--- src/rtl/ex_mdu.sv ---
// ex_mdu: RV32M multi-cycle multiply/divide unit beside the EX-stage ALU.
// Optional last-divide result cache is enabled by defining EX_MDU_DIVCACHE_EN.
module ex_mdu #(
    parameter int XLEN    = 32,
    parameter int MUL_LAT = 2
) (
    input  logic            clk,
    input  logic            rst_n,
    input  logic            start_i,
    input  logic [2:0]      op_i,
    input  logic [XLEN-1:0] op_a_i,
    input  logic [XLEN-1:0] op_b_i,
    input  logic [4:0]      rd_i,
    input  logic            flush_i,
    output logic            busy_o,
    output logic            stall_req_o,
    output logic            done_o,
    output logic [XLEN-1:0] result_o,
    output logic [4:0]      rd_o,
    output logic            reg_we_o
);
    localparam int PD = (MUL_LAT > 1) ? MUL_LAT - 1 : 1;
    localparam int CW = $clog2(XLEN) + 1;
    localparam logic [CW-1:0]   MUL_LAST = CW'(PD - 1);
    localparam logic [CW-1:0]   DIV_LAST = CW'(XLEN - 1);
    localparam logic [XLEN-1:0] SMIN     = {1'b1, {(XLEN-1){1'b0}}};

    localparam logic [1:0] S_IDLE = 2'd0;
    localparam logic [1:0] S_MUL  = 2'd1;
    localparam logic [1:0] S_DIV  = 2'd2;
    localparam logic [1:0] S_DONE = 2'd3;

    logic [1:0]      state_q, state_d;
    logic [CW-1:0]   cnt_q, cnt_d;
    logic [XLEN-1:0] res_q, res_d;
    logic [4:0]      rd_q, rd_d, rdp_q;
    logic            remsel_q, negq_q, negr_q;
    logic [XLEN-1:0] dvs_q, quo_q, quo_d, rem_q, rem_d;
    logic [XLEN-1:0] pipe_q [PD];

    logic            accept, is_mul, sgn, a_neg, b_neg;
    logic            div_zero, div_ovf, hit, div_last;
    logic [XLEN-1:0] a_mag, b_mag, mul_res, spec_res, hit_res;
    logic [2*XLEN-1:0] ma, mb, prod;
    logic [XLEN:0]   shifted, diff;
    logic [XLEN-1:0] step_quo, step_rem, q_fin, r_fin;

    assign accept = start_i & ~flush_i & (state_q == S_IDLE);
    assign is_mul = ~op_i[2];
    assign sgn    = ~op_i[0];
    assign a_neg  = sgn & op_a_i[XLEN-1];
    assign b_neg  = sgn & op_b_i[XLEN-1];
    assign a_mag  = a_neg ? -op_a_i : op_a_i;
    assign b_mag  = b_neg ? -op_b_i : op_b_i;

    assign div_zero = (op_b_i == '0);
    assign div_ovf  = sgn & (op_a_i == SMIN) & (&op_b_i);
    assign spec_res = op_i[1] ? (div_zero ? op_a_i : '0)
                              : (div_zero ? '1 : op_a_i);

    // Sign-extend to 2*XLEN so a single unsigned multiply covers all four ops.
    assign ma = {{XLEN{(op_i[1:0] != 2'b11) & op_a_i[XLEN-1]}}, op_a_i};
    assign mb = {{XLEN{~op_i[1] & op_b_i[XLEN-1]}}, op_b_i};
    assign prod = ma * mb;
    assign mul_res = (op_i[1:0] == 2'b00) ? prod[XLEN-1:0]
                                          : prod[2*XLEN-1:XLEN];

    assign shifted  = {rem_q, quo_q[XLEN-1]};
    assign diff     = shifted - {1'b0, dvs_q};
    assign step_quo = {quo_q[XLEN-2:0], ~diff[XLEN]};
    assign step_rem = diff[XLEN] ? shifted[XLEN-1:0] : diff[XLEN-1:0];
    assign q_fin    = negq_q ? -step_quo : step_quo;
    assign r_fin    = negr_q ? -step_rem : step_rem;
    assign div_last = (state_q == S_DIV) & ~flush_i & (cnt_q == DIV_LAST);

`ifdef EX_MDU_DIVCACHE_EN
    logic            cv_q, cs_q, sgn_q;
    logic [XLEN-1:0] ca_q, cb_q, cq_q, cr_q, a_q, b_q;

    assign hit = cv_q & (ca_q == op_a_i) & (cb_q == op_b_i)
               & (cs_q == sgn);
    assign hit_res = op_i[1] ? cr_q : cq_q;

    // Written only on a completed normal divide, so flushes leave it intact.
    always_ff @(posedge clk or negedge rst_n) begin
        if (!rst_n) begin
            cv_q  <= 1'b0;
            cs_q  <= 1'b0;
            sgn_q <= 1'b0;
            ca_q  <= '0;
            cb_q  <= '0;
            cq_q  <= '0;
            cr_q  <= '0;
            a_q   <= '0;
            b_q   <= '0;
        end else begin
            if (accept) begin
                a_q   <= op_a_i;
                b_q   <= op_b_i;
                sgn_q <= sgn;
            end
            if (div_last) begin
                cv_q <= 1'b1;
                ca_q <= a_q;
                cb_q <= b_q;
                cs_q <= sgn_q;
                cq_q <= q_fin;
                cr_q <= r_fin;
            end
        end
    end
`else
    assign hit     = 1'b0;
    assign hit_res = '0;
`endif

    always_comb begin
        state_d = state_q;
        cnt_d   = cnt_q;
        res_d   = res_q;
        rd_d    = rd_q;
        quo_d   = quo_q;
        rem_d   = rem_q;
        case (state_q)
            S_IDLE: begin
                if (accept) begin
                    cnt_d = '0;
                    if (is_mul) begin
                        if (MUL_LAT == 1) begin
                            state_d = S_DONE;
                            res_d   = mul_res;
                            rd_d    = rd_i;
                        end else begin
                            state_d = S_MUL;
                        end
                    end else if (div_zero | div_ovf) begin
                        state_d = S_DONE;
                        res_d   = spec_res;
                        rd_d    = rd_i;
                    end else if (hit) begin
                        state_d = S_DONE;
                        res_d   = hit_res;
                        rd_d    = rd_i;
                    end else begin
                        state_d = S_DIV;
                        quo_d   = a_mag;
                        rem_d   = '0;
                    end
                end
            end
            S_MUL: begin
                if (flush_i) begin
                    state_d = S_IDLE;
                end else if (cnt_q == MUL_LAST) begin
                    state_d = S_DONE;
                    res_d   = pipe_q[PD-1];
                    rd_d    = rdp_q;
                end else begin
                    cnt_d = cnt_q + 1'b1;
                end
            end
            S_DIV: begin
                if (flush_i) begin
                    state_d = S_IDLE;
                end else begin
                    quo_d = step_quo;
                    rem_d = step_rem;
                    if (cnt_q == DIV_LAST) begin
                        state_d = S_DONE;
                        res_d   = remsel_q ? r_fin : q_fin;
                        rd_d    = rdp_q;
                    end else begin
                        cnt_d = cnt_q + 1'b1;
                    end
                end
            end
            default: state_d = S_IDLE;
        endcase
    end

    always_ff @(posedge clk or negedge rst_n) begin
        if (!rst_n) begin
            state_q  <= S_IDLE;
            cnt_q    <= '0;
            res_q    <= '0;
            rd_q     <= '0;
            rdp_q    <= '0;
            remsel_q <= 1'b0;
            negq_q   <= 1'b0;
            negr_q   <= 1'b0;
            dvs_q    <= '0;
            quo_q    <= '0;
            rem_q    <= '0;
            for (int i = 0; i < PD; i++) pipe_q[i] <= '0;
        end else begin
            state_q <= state_d;
            cnt_q   <= cnt_d;
            res_q   <= res_d;
            rd_q    <= rd_d;
            quo_q   <= quo_d;
            rem_q   <= rem_d;
            if (accept) begin
                rdp_q     <= rd_i;
                remsel_q  <= op_i[1];
                negq_q    <= a_neg ^ b_neg;
                negr_q    <= a_neg;
                dvs_q     <= b_mag;
                pipe_q[0] <= mul_res;
            end
            for (int i = 1; i < PD; i++) pipe_q[i] <= pipe_q[i-1];
        end
    end

    assign busy_o      = (state_q != S_IDLE);
    assign stall_req_o = accept | (state_q == S_MUL) | (state_q == S_DIV);
    assign done_o      = (state_q == S_DONE);
    assign result_o    = res_q;
    assign rd_o        = rd_q;
    assign reg_we_o    = done_o & (rd_q != '0);

endmodule

--- config.mk ---
export PLATFORM = sky130hd
export DESIGN_NAME = ex_mdu
export DESIGN_NICKNAME = d
export VERILOG_FILES = /design/src/rtl/ex_mdu.sv
export SDC_FILE = /design/constraint.sdc
export NUM_CORES = 2
export LEC_CHECK = 0
export ABC_AREA = 1
export CAP_MARGIN = 0
export CELL_PAD_IN_SITES_DETAIL_PLACEMENT = 1
export CELL_PAD_IN_SITES_GLOBAL_PLACEMENT = 2
export CORE_ASPECT_RATIO = 1.5
export CORE_MARGIN = 5
export CORE_UTILIZATION = 40
export CTS_BUF_LIST = sky130_fd_sc_hd__clkbuf_4
export DETAILED_ROUTE_END_ITERATION = 8
export PLACE_DENSITY_LB_ADDON = 0.1
export SYNTH_ARGS = -nofsm -noshare
export SYNTH_HDL_FRONTEND = slang
export SYNTH_SLANG_ARGS = --single-unit
--- constraint.sdc ---
create_clock -name clk -period 4.5 [get_ports clk]
set_input_delay 0.9 -clock clk [delete_from_list [all_inputs] [get_ports clk]]
set_output_delay 0.9 -clock clk [all_outputs]
set_load 0.03 [all_outputs]
* Word level (Yosys, flattened, before mapping) *
Index checks and enable logic that the tools add are counted.

storage, ports and cells
  register bits = 181
  input bits = 76
  word-level logic and storage cells = 117
  output and inout port bits = 41

cells by class
  reduce and logical (&&, ||, !) cells = 13
  equal/unequal tests = 18
  add/sub/neg operators = 6
  bitwise operators = 17
  multiplexer cells = 50
  multipliers = 1

operator list
  cell                                                                    count
  32-bit two-way mux                                                      25
  32-bit negator                                                          4
  32-bit case mux with 2 select lines                                     2
  32-bit case mux with 3 select lines                                     1
  33-bit by 33-bit multiplier with 64-bit output                          1
  5-bit two-way mux                                                       7
  33-bit by 32-bit subtractor with 33-bit output                          1
  32-bit equality test (second input constant)                            1
  32-bit logical NOT                                                      1
  32-bit AND reduction                                                    1
  6-bit two-way mux                                                       5
  2-bit inequality test (second input constant)                           10
  6-bit case mux with 3 select lines                                      1
  5-bit case mux with 3 select lines                                      1
  2-bit two-way mux                                                       6
  1-bit AND                                                               9
  8-bit AND reduction                                                     1
  6-bit by 1-bit adder with 6-bit output (second input constant)          1
  6-bit by 5-bit equality test with 1-bit output (second input constant)  1
  6-bit logical NOT                                                       1
  3-bit inequality test (second input constant)                           2
  2-bit case mux with 3 select lines                                      1
  6-bit AND reduction                                                     1
  5-bit AND reduction                                                     1
  other kinds (12)                                                        20

* Depth between registers and ports, before layout *
  depth after elaboration = 8
  depth in mapped cells = 38
  gate-level depth less buffers = 36

* Worst setup path before layout *
OpenSTA, ideal clock, no wires.

  kind = input-to-reg
  start point = in op_a_i[31]
  end point = reg pipe_q[27] in the netlist's numbering
  path buffers = 2
  library setup time = 0.119 ns
  required time = 4.381 ns
  slack = -4.305 ns
  data arrival time = 8.686 ns
  stages = 35
  cells stage by stage = clkbuf_1 -> inv_2 -> nor2_1 -> nor2_2 -> inv_1 -> clkbuf_1 -> nand2_1 -> fa_1 -> fa_1 -> inv_1 -> fa_1 -> inv_1 -> fa_1 -> inv_1 -> fa_1 -> fa_1 -> fa_1 -> inv_1 -> fa_1 -> inv_1 -> ha_1 -> nand2_1 -> nor2_1 -> inv_1 -> nor3_1 -> nand2_1 -> nor3_1 -> nand2_1 -> o211ai_1 -> nand2_1 -> nand2_1 -> a21oi_1 -> o21ai_0 -> nand3_1 -> o21a_1

between the ends
  word-level cells in the longest chain between the ends = 3

ends and longest elaborated chain
  element                                             line  source
  start, declared                                     11    input logic [XLEN-1:0] op_a_i,
  1-bit AND                                           62    assign ma = {{XLEN{(op_i[1:0] != 2'b11) & op_a_i[XLEN-1]}}, op_a_i};
  33-bit by 33-bit multiplier with 64-bit output (*)  64    assign prod = ma * mb;
  32-bit two-way mux (*)                              65    assign mul_res = (op_i[1:0] == 2'b00) ? prod[XLEN-1:0]
  end, declared                                       39    logic [XLEN-1:0] pipe_q [PD];

Mark *: on every way between the ends. The rest lies on a longest branch, timed or not.
A chain may end at the register's enable or synchronous reset.

* Worst setup path in the final report *
Same ends and word-level chain as after synthesis.

==> metrics.csv <==
metric,value,unit
worst_hold_slack,500.1,ps
drc,0,
fin_nets,9349,
finalNonFillerCells,9666,
finalSetupViolCount,32,
ys_ff_latch,181,
outcome,"finished, violations left",
cp-start-kind,input port,
dr.pass1.iters,5,
clock.fmax,133.3,MHz
arrival,8220,ps
grt_busiest_layer,met2,
final_common_cell,nand2_1,
io_buffers,116,
grt_pass1_vias,57090,
reg2reg_depth,33,
rows,165,
drt-total-wl,235300,um
grt_overflow,0,
crit_start,op_a_i[31],
syn_avg_cell_area,7.606,um^2
fin_skew,80.46,ps
use_met3,3.448,%
drive_gt1_share,21.19,%
avgViaCountPerCell,5.163,
slowest_delay,580,ps
end_kind,flop,
grt_max_degree,80,
drv_cap,0,
grt_use_met1,34.65,%
grtUsageTotal,33.33,%
clock-sinks,181,
h-tree-depth,4,
rsz0062_at_grt,true,
synth_edf_count,0,
synth_nets,8569,
slew-limit-headroom,36.01,%
timing.rr.start,quo_q[31],
endpoint,pipe_q[27],
place_congestion,0.9338,
clk_pin_slew,190,ps
postSynth.asyncResetShare,100.0,%
dieHeight,460.4,um
clock_latency,830,ps
die_area,0.1428,mm^2
ys_warn_count,0,
io_pins,117,
worst_pin_slew,959.8,ps
final.setup.worst_slack,-3003,ps
path_class,in -> reg,
yosysSeqAreaShare,8.373,%
syn_to_final_growth,24.98,%
synthDistinctLibCells,59,
core,0.1346,mm^2
grt_pass1_wl,350900,um
antenna_left,0,
violations,negative setup slack,
critPathMostFrequentCell,fa_1,
antenna_found_initial,14,
final_cell_mix,"nand2_1 (1776), inv_1 (1717), fa_1 (1073)",
numCtsBuffers,17,
period_share,166.7,%
cp.required,5210,ps
cts_root_buffer,clkbuf_4,
hpwl,201800,um
cts_buffer_depth,2,
netlist_area,0.05410,mm^2
r2r_end,result_o[29],
r2r_slack,110,ps
ys.flop_type,dfrtp_1,
hold_violations,0,
final_cell_area,0.06761,mm^2
period_needed,7503,ps
cp_max_fo,5,
use_met2,62.54,%
slowest_stage,fa_2,
drt_iter0_drc,2529,
placed_area,0.06436,mm^2
worstHoldPathType,reg -> reg,
cts_tree,done,
place_ws,-4424,ps
chipWidth,310.3,um
vias,49900,
dp_cells,9529,
postSynthCellCount,7112,
wl_per_cell,24.35,um
drv_slew,0,
start_util,40.19,%
timing repair:
item | CTS | global route
pin swaps | 210 | 92
hold buffers | 1 | 0
cloned | 5 | 0
setup endpoints to repair | 49 | 44
buffers inserted | 80 | 17
endpoints found under the hold margin | 38 | 0
resized for setup | 465 | 146
cell usage after synthesis, types with 9 or more instances:
cell	instances	area, um^2
a31oi_1	21	131.4
or2_2	15	93.84
clkbuf_1	223	837.1
inv_2	13	48.80
nand4_1	45	281.5
a21boi_0	10	75.07
ha_1	255	3191
nand3_1	200	1001
nand2_4	16	180.2
o211ai_1	41	307.8
dfrtp_1	181	4529
buf_2	13	65.06
o21a_1	26	195.2
nand2_1	1856	6967
xor2_1	57	499.2
xnor2_1	34	297.8
nand2_2	30	187.7
o22ai_1	27	168.9
o21ai_1	11	55.05
o21bai_1	9	67.56
maj3_1	31	310.3
buf_1	116	435.4
a21oi_1	225	1126
inv_1	1802	6764
fa_1	1126	22540
nor2_1	315	1182
nor4_1	12	75.07
nor3_1	51	255.2
nand3b_1	10	75.07
o21ai_0	242	1211
o221ai_1	9	78.83
layer usage:
layer	vias to the layer above	share of wire, %
met4	2	8.7
met1	25790	34
met3	591	3.5
met2	1205	53
met5	-	0.0059
li1	22320	-
final cells by class:
| class | instances | area (um^2) |
|---|---|---|
| inverters | 1820 | 6872 |
| fillers | 16490 | 67000 |
| diodes | 8 | 20.02 |
| well taps | 1753 | 2193 |
| clock inverters | 15 | 167.7 |
| clock buffers | 17 | 127.6 |
| repair buffers | 1119 | 10080 |
| multi-input cells | 4753 | 43620 |
| flip-flops and latches | 181 | 4529 |
worst max-delay path, delay by kind of cell:
family,cells,cell delay (ps)
fa+ha+maj,9,4520
simple gates,11,1080
buf+inv,12,1160
compound gates,4,500
worst min-delay path by stage:
stage | startpoint | slack [ps] | endpoint | cells after the start
after floorplan | rdp_q[4] | 440 | rdp_q[4] | 2
after global placement | rdp_q[4] | 460 | rdp_q[4] | 2
after detailed placement | result_o[31] | 470 | result_o[31] | 2
after CTS | rst_n | 480 | quo_q[31] | 2
after global routing | result_o[26] | 540 | result_o[26] | 2
final | result_o[31] | 500 | result_o[31] | 2
kinds of logic (layout without fill, tap and decap cells):
logic type      count (synthesis)  after routing  share of synthesized area, %
compound gates                660            660                         7.024
fa+ha+maj                    1412           1412                         48.14
simple gates                 2590           2590                         19.74
flops                         181            181                         8.373
other cells                     0              8                             0
xor+xnor                       91             91                         1.473
buf+inv                      2178           2971                         15.25
per-stage QoR:
step / TNS (ps) / util (%)
final: -86770 / 50.23
after global routing: -92090 / 50.22
after CTS: -83160 / 49.73
after detailed placement: -145370 / 47.81
after global placement: -139960 / 47.81
after floorplan: -93910 / -
flip-flops by register name, indices dropped and copies added (netlist names):
register and cells:
rem_q 32, pipe_q 32, rdp_q 5, negq_q 1, quo_q 32, rd_o 5
remsel_q 1, negr_q 1, state_q 2, result_o 32, dvs_q 32, cnt_q 6
Power is left out: the tool's default activity adds up to more than one toggle a clock period on the data nets, which glitch-free logic cannot reach.
